[config.mk]
export PLATFORM = sky130hd
export DESIGN_NAME = unpack_sequencer
export DESIGN_NICKNAME = d
export VERILOG_FILES = /design/src/rtl/unpack_sequencer.sv
export SDC_FILE = /design/constraint.sdc
export NUM_CORES = 1
export LEC_CHECK = 0
export BUFFER_PORTS_ARGS = -buffer_cell sky130_fd_sc_hd__buf_2
export CAP_MARGIN = 0
export CORE_MARGIN = 4
export CORE_UTILIZATION = 45
export CTS_CLUSTER_DIAMETER = 50
export DETAILED_ROUTE_END_ITERATION = 10
export PLACE_DENSITY_LB_ADDON = 0.3
export SYNTH_ARGS = -nofsm -noshare
export SYNTH_HDL_FRONTEND = slang
export SYNTH_SLANG_ARGS = --single-unit
[constraint.sdc]
create_clock -name clk -period 5.8 [get_ports clk]
set_input_delay 0.58 -clock clk [delete_from_list [all_inputs] [get_ports clk]]
set_output_delay 0.58 -clock clk [all_outputs]
set_load 0.02 [all_outputs]
[src/rtl/unpack_sequencer.sv]
// -----------------------------------------------------------------------------
// unpack_sequencer
//
// Operand-unpack sequencer for the FPU front end. A request carries an operand
// pair (or a single operand when unary=1). Both operands go through one shared
// significand-unpack datapath on successive cycles. Each operand's unpacked
// fields are registered and handed downstream with a valid/ready handshake.
//
// Unpack of an operand x:
//    db=1 : e = x[62:52], h = x[51:0]
//    db=0 : e = x[62:55], h = {x[54:32], 29'b0}   (single in the upper half)
//    f0   = {~(e==0), h}
//    lz   = leading zeros of f0 (53 when f0 is zero)
//    f    = normal ? f0 << lz : f0
//
// Ports:
//    clk        rising-edge clock
//    rst_n      asynchronous active-low reset
//    in_valid   request valid
//    in_ready   request accepted when in_valid & in_ready (only in IDLE)
//    a, b       operands (b ignored for unary requests)
//    db         1 = double format, 0 = single format in x[63:32]
//    normal     1 = left-normalise the significand by its leading-zero count
//    unary      1 = single-operand request, B is skipped
//    out_valid  result valid
//    out_ready  consumer accepts when out_valid & out_ready
//    f_a, f_b   unpacked (optionally normalised) 53-bit significands
//    h_a, h_b   52-bit fraction fields
//    lz_a, lz_b leading-zero counts of {~e_z, h}
//    fz_a, fz_b fraction field is zero
//    ez_a, ez_b exponent field is zero
//    busy       sequencer is not idle
// -----------------------------------------------------------------------------
module unpack_sequencer #(
   parameter int N   = 64,
   parameter int LZW = 6
) (
   input  logic           clk,
   input  logic           rst_n,
   input  logic           in_valid,
   output logic           in_ready,
   input  logic [N-1:0]   a,
   input  logic [N-1:0]   b,
   input  logic           db,
   input  logic           normal,
   input  logic           unary,
   output logic           out_valid,
   input  logic           out_ready,
   output logic [52:0]    f_a,
   output logic [52:0]    f_b,
   output logic [51:0]    h_a,
   output logic [51:0]    h_b,
   output logic [LZW-1:0] lz_a,
   output logic [LZW-1:0] lz_b,
   output logic           fz_a,
   output logic           fz_b,
   output logic           ez_a,
   output logic           ez_b,
   output logic           busy
);

   typedef enum logic [1:0] {
      IDLE = 2'd0,
      S_A  = 2'd1,
      S_B  = 2'd2,
      DONE = 2'd3
   } state_t;

   state_t state;
   state_t state_next;

   logic accept;

   // Latched copy of the request; the live inputs may change after acceptance.
   logic [N-1:0] a_q;
   logic [N-1:0] b_q;
   logic         db_q;
   logic         normal_q;
   logic         unary_q;

   // Shared unpack datapath signals.
   logic [N-1:0]   sel_op;
   logic [10:0]    exp_u;
   logic [51:0]    h_u;
   logic           ez_u;
   logic           fz_u;
   logic [52:0]    f0_u;
   logic [LZW-1:0] lz_u;
   logic           lz_found;
   logic [52:0]    f_u;

   // The sign bit plays no part in unpacking.
   logic unused_sign;

   assign accept = in_valid && in_ready;

   // State register.
   always_ff @(posedge clk or negedge rst_n) begin
      if (!rst_n) begin
         state <= IDLE;
      end else begin
         state <= state_next;
      end
   end

   // Next-state logic and handshake outputs, all decoded from the state.
   // New requests are only taken in IDLE, so a result always leaves the block
   // before the next one starts.
   always_comb begin
      state_next = state;
      in_ready   = 1'b0;
      out_valid  = 1'b0;
      busy       = 1'b1;
      case (state)
         IDLE: begin
            in_ready = 1'b1;
            busy     = 1'b0;
            if (in_valid) begin
               state_next = S_A;
            end
         end
         S_A: begin
            state_next = unary_q ? DONE : S_B;
         end
         S_B: begin
            state_next = DONE;
         end
         DONE: begin
            out_valid = 1'b1;
            if (out_ready) begin
               state_next = IDLE;
            end
         end
         default: begin
            state_next = IDLE;
         end
      endcase
   end

   // Request capture on acceptance.
   always_ff @(posedge clk or negedge rst_n) begin
      if (!rst_n) begin
         a_q      <= '0;
         b_q      <= '0;
         db_q     <= 1'b0;
         normal_q <= 1'b0;
         unary_q  <= 1'b0;
      end else if (accept) begin
         a_q      <= a;
         b_q      <= b;
         db_q     <= db;
         normal_q <= normal;
         unary_q  <= unary;
      end
   end

   // Operand select for the shared datapath: B only while in S_B.
   assign sel_op      = (state == S_B) ? b_q : a_q;
   assign unused_sign = sel_op[N-1];

   // Field extraction. Single-format operands live in the upper half; their
   // 23-bit fraction is left-aligned into the 52-bit fraction field so both
   // formats share the same significand layout.
   always_comb begin
      exp_u = '0;
      h_u   = '0;
      if (db_q) begin
         exp_u = sel_op[62:52];
         h_u   = sel_op[51:0];
      end else begin
         exp_u = {3'b000, sel_op[62:55]};
         h_u   = {sel_op[54:32], 29'b0};
      end
   end

   assign ez_u = (exp_u == 11'd0);
   assign fz_u = (h_u == 52'd0);
   assign f0_u = {~ez_u, h_u};

   // Leading-zero count over the 53-bit significand, scanning from the MSB.
   // An all-zero significand yields 53.
   always_comb begin
      lz_u     = LZW'(53);
      lz_found = 1'b0;
      for (int i = 52; i >= 0; i--) begin
         if (!lz_found && f0_u[i]) begin
            lz_u     = LZW'(52 - i);
            lz_found = 1'b1;
         end
      end
   end

   // Optional normalisation; shifting by lz puts the leading one at bit 52.
   assign f_u = normal_q ? (f0_u << lz_u) : f0_u;

   // Result registers. A is captured in S_A and B in S_B. A unary request
   // clears the B side at A capture so stale B data never reaches the
   // consumer. Outside capture states the results simply hold.
   always_ff @(posedge clk or negedge rst_n) begin
      if (!rst_n) begin
         f_a  <= '0;
         h_a  <= '0;
         lz_a <= '0;
         fz_a <= 1'b0;
         ez_a <= 1'b0;
         f_b  <= '0;
         h_b  <= '0;
         lz_b <= '0;
         fz_b <= 1'b0;
         ez_b <= 1'b0;
      end else if (state == S_A) begin
         f_a  <= f_u;
         h_a  <= h_u;
         lz_a <= lz_u;
         fz_a <= fz_u;
         ez_a <= ez_u;
         if (unary_q) begin
            f_b  <= '0;
            h_b  <= '0;
            lz_b <= '0;
            fz_b <= 1'b0;
            ez_b <= 1'b0;
         end
      end else if (state == S_B) begin
         f_b  <= f_u;
         h_b  <= h_u;
         lz_b <= lz_u;
         fz_b <= fz_u;
         ez_b <= ez_u;
      end
   end

endmodule

# Word-level counts from Yosys, hierarchy flattened
# Index checks and enable logic that the tools add are counted.
totals:
  word_cells: 264
  ff_bits: 357
  memories: 0
  latchBits: 0
  ram_bits: 0
  mem_bits_ro: 0
  input_bits: 135
op_classes:
  n_lt_le_gt_ge: 0
  n_shift: 1
  n_addsub: 0
  eq_ne: 6
  bitwise: 1
  mul: 0
  n_mux: 130
  reduce_logical: 110
  div: 0
ops:
  columns: ["cell", "n"]
  rows:
  - ["two-way mux 6 bit", 56]
  - ["two-way mux 53 bit", 4]
  - ["two-way mux 52 bit", 4]
  - ["two-way mux 63 bit", 1]
  - ["two-way mux 1 bit", 61]
  - ["logical AND 1 bit", 53]
  - ["left shift 53 x 6 -> 53 bit", 1]
  - ["zero test 52 bit", 1]
  - ["zero test 1 bit", 51]
  - ["zero test 11 bit", 1]
  - ["two-way mux 11 bit", 1]
  - ["case mux 2 bit (4 select lines)", 1]
  - ["inequality test 2 bit, second input constant", 3]
  - ["equality test 2 bit, second input constant", 2]
  - ["two-way mux 2 bit", 2]
  - ["AND reduction 2 bit", 2]
  - ["equality test 2 x 1 -> 1 bit, second input constant", 1]
  - ["zero test 2 bit", 1]
  - ["nonzero test 2 bit", 1]
  - ["inverter 1 bit", 1]

# Logic depth before layout (Yosys ltp)
depth:
  depth_word: 163
  mapped_depth: 23
  depth_no_buf: 14

# Worst setup path before layout
# Ideal clock, no wire load.
synth_path:
  path_type: "register to register"
  start: "reg state[0]"
  end: "reg f_b[50]"
  t_arrival_ns: 4.703
  slack_ns: 0.975
  path_stages_with_launch: 20
  required_ns: 5.678
  synth_period_minus_slack_ns: 4.825
  path_cell_list: "dfrtp_1 -> inv_1 -> ha_1 -> buf_6 -> mux4_2 -> or4_4 -> or3_4 -> or4_4 -> o211a_1 -> buf_2 -> o211a_1 -> buf_6 -> buf_6 -> buf_6 -> mux2i_1 -> nor2_1 -> a2111oi_0 -> nor2_1 -> a211o_1 -> a32o_1"
synth_between:
  elab_chain_len: 163
  elab_cells_between_ends: 222
synth_rtl:
  columns: ["item", "line", "source"]
  rows:
  - ["from (decl)", "69", "state_t state;"]
  - ["from (signal assigned)", "102", "state <= state_next;"]
  - ["equality test 2 bit", "158, 224", null]
  - ["two-way mux 63 bit", "158", "assign sel_op = (state == S_B) ? b_q : a_q;"]
  - ["two-way mux 11 bit", "167", "if (db_q) begin"]
  - ["zero test 11 bit", "176", "assign ez_u = (exp_u == 11'd0);"]
  - ["two-way mux 1 bit or logical AND 1 bit (tied branches)", "186", "if (!lz_found && f0_u[i]) begin"]
  - ["two-way mux 1 bit", "186", null]
  - ["zero test 1 bit", "186", null]
  - ["logical AND 1 bit", "186", null]
  - ["[... 147 more ...]", null, null]
  - ["two-way mux 1 bit", "186", null]
  - ["zero test 1 bit", "186", null]
  - ["logical AND 1 bit", "186", null]
  - ["two-way mux 6 bit", "186", null]
  - ["left shift 53 x 6 -> 53 bit", "194", "assign f_u = normal_q ? (f0_u << lz_u) : f0_u;"]
  - ["two-way mux 53 bit", "194", null]
  - ["two-way mux 53 bit", "224", "end else if (state == S_B) begin"]
  - ["two-way mux 53 bit", "211", "end else if (state == S_A) begin"]
  - ["to (signal assigned)", "225", "f_b <= f_u;"]
  - ["to (decl)", "50", "output logic [52:0] f_b,"]
# Parallel ways exist; a longest one is shown, timed or not. The select of a mux whose other input is x is not followed.
# A chain may end at the register's enable or synchronous reset.

# Worst setup path after layout
layout_path:
  start: "reg state[0]"
  end: "reg f_b[33]"
# Same word-level chain as after synthesis.

==> out/summary.txt <==
Critical Path Sink: f_b[33]
HPWL after DPL: 52.6 mm
number of synthesized flops with an enable pin: 0
Leakage: 0.0108 uW
I/O pins: 364
dpl cells: 2,637
area of the die: 44,600 sq um
top cells by area, synth: dfrtp_1 (48%), mux2_2 (12%), mux2i_1 (3.8%)
final hold violation count: 0
Netlist Area Pre-Place: 18,600 sq um
CP top delay family: simple AND/OR/NAND/NOR gates
pre-CTS setup slack: 0.283 ns
global-route wire length before repair: 107 mm
pins over their slew limit: 0
power per cell area: 772 nW/um^2
highest clock rate: 181 MHz
sequential cell area fraction in the yosys report: 48.1%
Worst R2R Start: state[0]
Starting Density: 45.5%
Pre-Repair DR Iteration Count: 6
synthesis-stage register bit count: 357
Max-slew headroom: 29.2%
via count: 16,800
H-tree levels: 2
CP required: 6.28 ns
row cnt: 74
CP Max Fanout: 22
clock slew at reported path FFs: 0.06 ns
Top FF cell, synth: dfrtp_1
Worst Skew: 0.0259 ns
CTS sink cnt: 357
core area: 40,800 sq um
Mapped Cells: 1,731
Tcrit/Tclk final: 95.1%
WS Path Type: flip-flop to flip-flop
Worst Setup SP: state[0]
count leader, synth: dfrtp_1
Yosys warnings: 0
mean routed wirelength per cell: 26.5 um
top cell type by total area after synthesis: dfrtp_1
PostCTS Resize Cnt: 0
Reg-to-Reg End: f_b[33]
share of layout cells above drive strength 1: 38.4%
top-area cell type share of the netlist area: 48.1%
Total GRT Usage: 31.4%
RSZ-0062 raised after global routing: false
Syn Nets: 1,870
total power: 18,000 uW
Slew @ Worst Pin: 1.06 ns
Final Critical Period: 5.52 ns
CTS tree: yes
initial antenna violation count: 5
hold_sp: a[30]
Overflow after GRT: 0
final-report setup violation count: 0
Hold Crit Class: input port to flip-flop
synth unique cells: 79
crit path capture type: flip-flop
clk_lat worst skew: 0.58 ns
async set or reset register ratio after synthesis: 100%
routability cong.: 0.969
die height: 211 um
initial DRC count: 1,867
CP bufs+invs: 5
largest net degree at the start of global routing: 146
reg-to-reg slack, setup: 0.28 ns
Max-cap violations: 0
TritonCTS Buffers: 42
Syn-to-layout area delta: 25.2%
final net count: 2,290
post-route non-filler standard cell count: 2,711
ANT nets after route: 0
Die W: 211 um
CTS root buf: clkbuf_16
Critical Path Start Type: flip-flop
synth cell count leaders: dfrtp_1 (357), mux2_2 (206), nand2_1 (164)
CP cell instances: inv_1 -> ha_4 -> mux4_2 -> or4_4 -> or3_4 -> or4_4 -> o211a_1 -> buf_4 -> o211ai_1 -> buf_12 -> buf_4 -> a211oi_1 -> a311oi_1 -> a211oi_1 -> o21ai_0 -> a31oi_1 -> buf_4 -> o21ai_0
FF-to-FF path depth: 18
WP data arrival: 5.99 ns
drt drc: 0
status: finished, final reports clean
clock buffer depth: 3
number of global-route vias before repair: 17,000
final instance area: 23,300 sq um
Setup TNS: 0 ns
worst-case vdd ir drop: 0.000616 V
Synth Area per Inst: 10.7 sq um
port buffer count: 361
setup ws final: 0.284 ns
stages on the worst setup path: 18
cell repeated most along the worst path: buf_4
DR vias/cell: 6.18
CP max stage delay: 0.62 ns
Slowest-stage cell, CP: or4_4
Total Routed Length: 71.9 mm
Area after DPL: 21,800 sq um
worst min-delay path by stage:
stage | to | slack [ns] | cells past startpoint
floorplan | a_q[0] | 0.28 | 0
global placement | f_b[0] | 0.46 | 2
detailed placement | f_b[45] | 0.46 | 2
CTS | a_q[33] | 0.20 | 2
global route | a_q[33] | 0.22 | 2
finish | a_q[30] | 0.23 | 2
logic make-up after synthesis:
kind of cell             Yosys count  synth area share (%)
AND/OR/NAND/NOR                  429                  10.3
multiplexers                     307                  19.7
buffers and inverters            150                  3.39
adder cells (fa/ha/maj)            4                 0.269
flip-flops                       357                  48.1
AO/OA/AOI/OAI                    484                  18.2
placed cells by master, fill, tap and decap left out, types with 7 or more instances in the layout:
master	Yosys	final
mux4_2	24	24
a22oi_1	38	38
mux2i_1	71	71
a211o_1	8	8
o31ai_1	21	21
bufinv_16	0	7
nand2b_1	10	10
o22ai_1	19	19
nor3_1	27	27
o221ai_1	24	24
clkbuf_16	0	42
mux2_2	206	206
inv_1	21	21
a31oi_1	17	17
buf_12	0	9
nor2_1	129	128
buf_4	2	132
o21ai_1	11	10
nor4_1	10	10
nand2_1	164	163
nand3_1	37	37
a22o_1	52	52
o21ai_0	81	81
a211oi_1	31	31
o211ai_1	11	11
dfrtp_1	357	356
buf_2	18	360
a21oi_1	86	84
and2_1	13	13
worst register-to-register path, stage by stage (launching register included):
cell      delay [ns]
dfrtp_1         0.38
inv_1           0.14
ha_4            0.38
mux4_2          0.57
or4_4           0.62
or3_4           0.40
or4_4           0.55
o211a_1         0.16
buf_4           0.18
o211ai_1        0.15
buf_12          0.22
buf_4           0.19
a211oi_1        0.11
a311oi_1        0.42
a211oi_1        0.10
o21ai_0         0.32
a31oi_1         0.17
buf_4           0.20
o21ai_0         0.14
timing repair:
item / CTS / global route
hold buffers: 1 / 0
buffers inserted: 0 / 1
endpoints found under the hold margin: 32 / 0
endpoints found under the setup margin: 0 / 3
layer usage:
metal	vias to the layer above	global-route usage, %	part of all wire, %
li1	7340	-	-
met1	8479	43.8	42
met2	808	49.1	46
met3	123	7.78	9.5
met4	8	9.37	2.7
met5	-	0	0.077
flip-flops by register name, indices dropped and copies added (netlist names), 2 cells and up:
name,cells
a_q,63
f_a,53
h_a,52
b_q,63
lz_a,6
state,2
h_b,52
f_b,53
lz_b,6
stage by stage:
step / hold slack [ns] / util (%)
6_report: 0.225 / 57.0
5_1_grt: 0.216 / 57.0
4_1_cts: 0.198 / 56.9
3_5_place_dp: 0.463 / 53.3
3_3_place_gp: 0.456 / 53.3
2_1_floorplan: 0.284 / -
final cells by class:
class / instances / area, sq um
clock inverter: 17 / 293
tap: 532 / 666
fill: 3593 / 17600
timing repair buffer: 504 / 3030
inverter: 22 / 82.6
clock buffer: 54 / 1160
multi-input combinational: 1224 / 9100
sequential: 357 / 8930
antenna: 1 / 2.50
report_power, final:
part / switching (uW) / internal, uW
sequential: 754 / 3620
combinational: 6720 / 4090
clock: 1060 / 1720
total: 8530 / 9430
No activity file was read; power rests on OpenSTA's default activity.
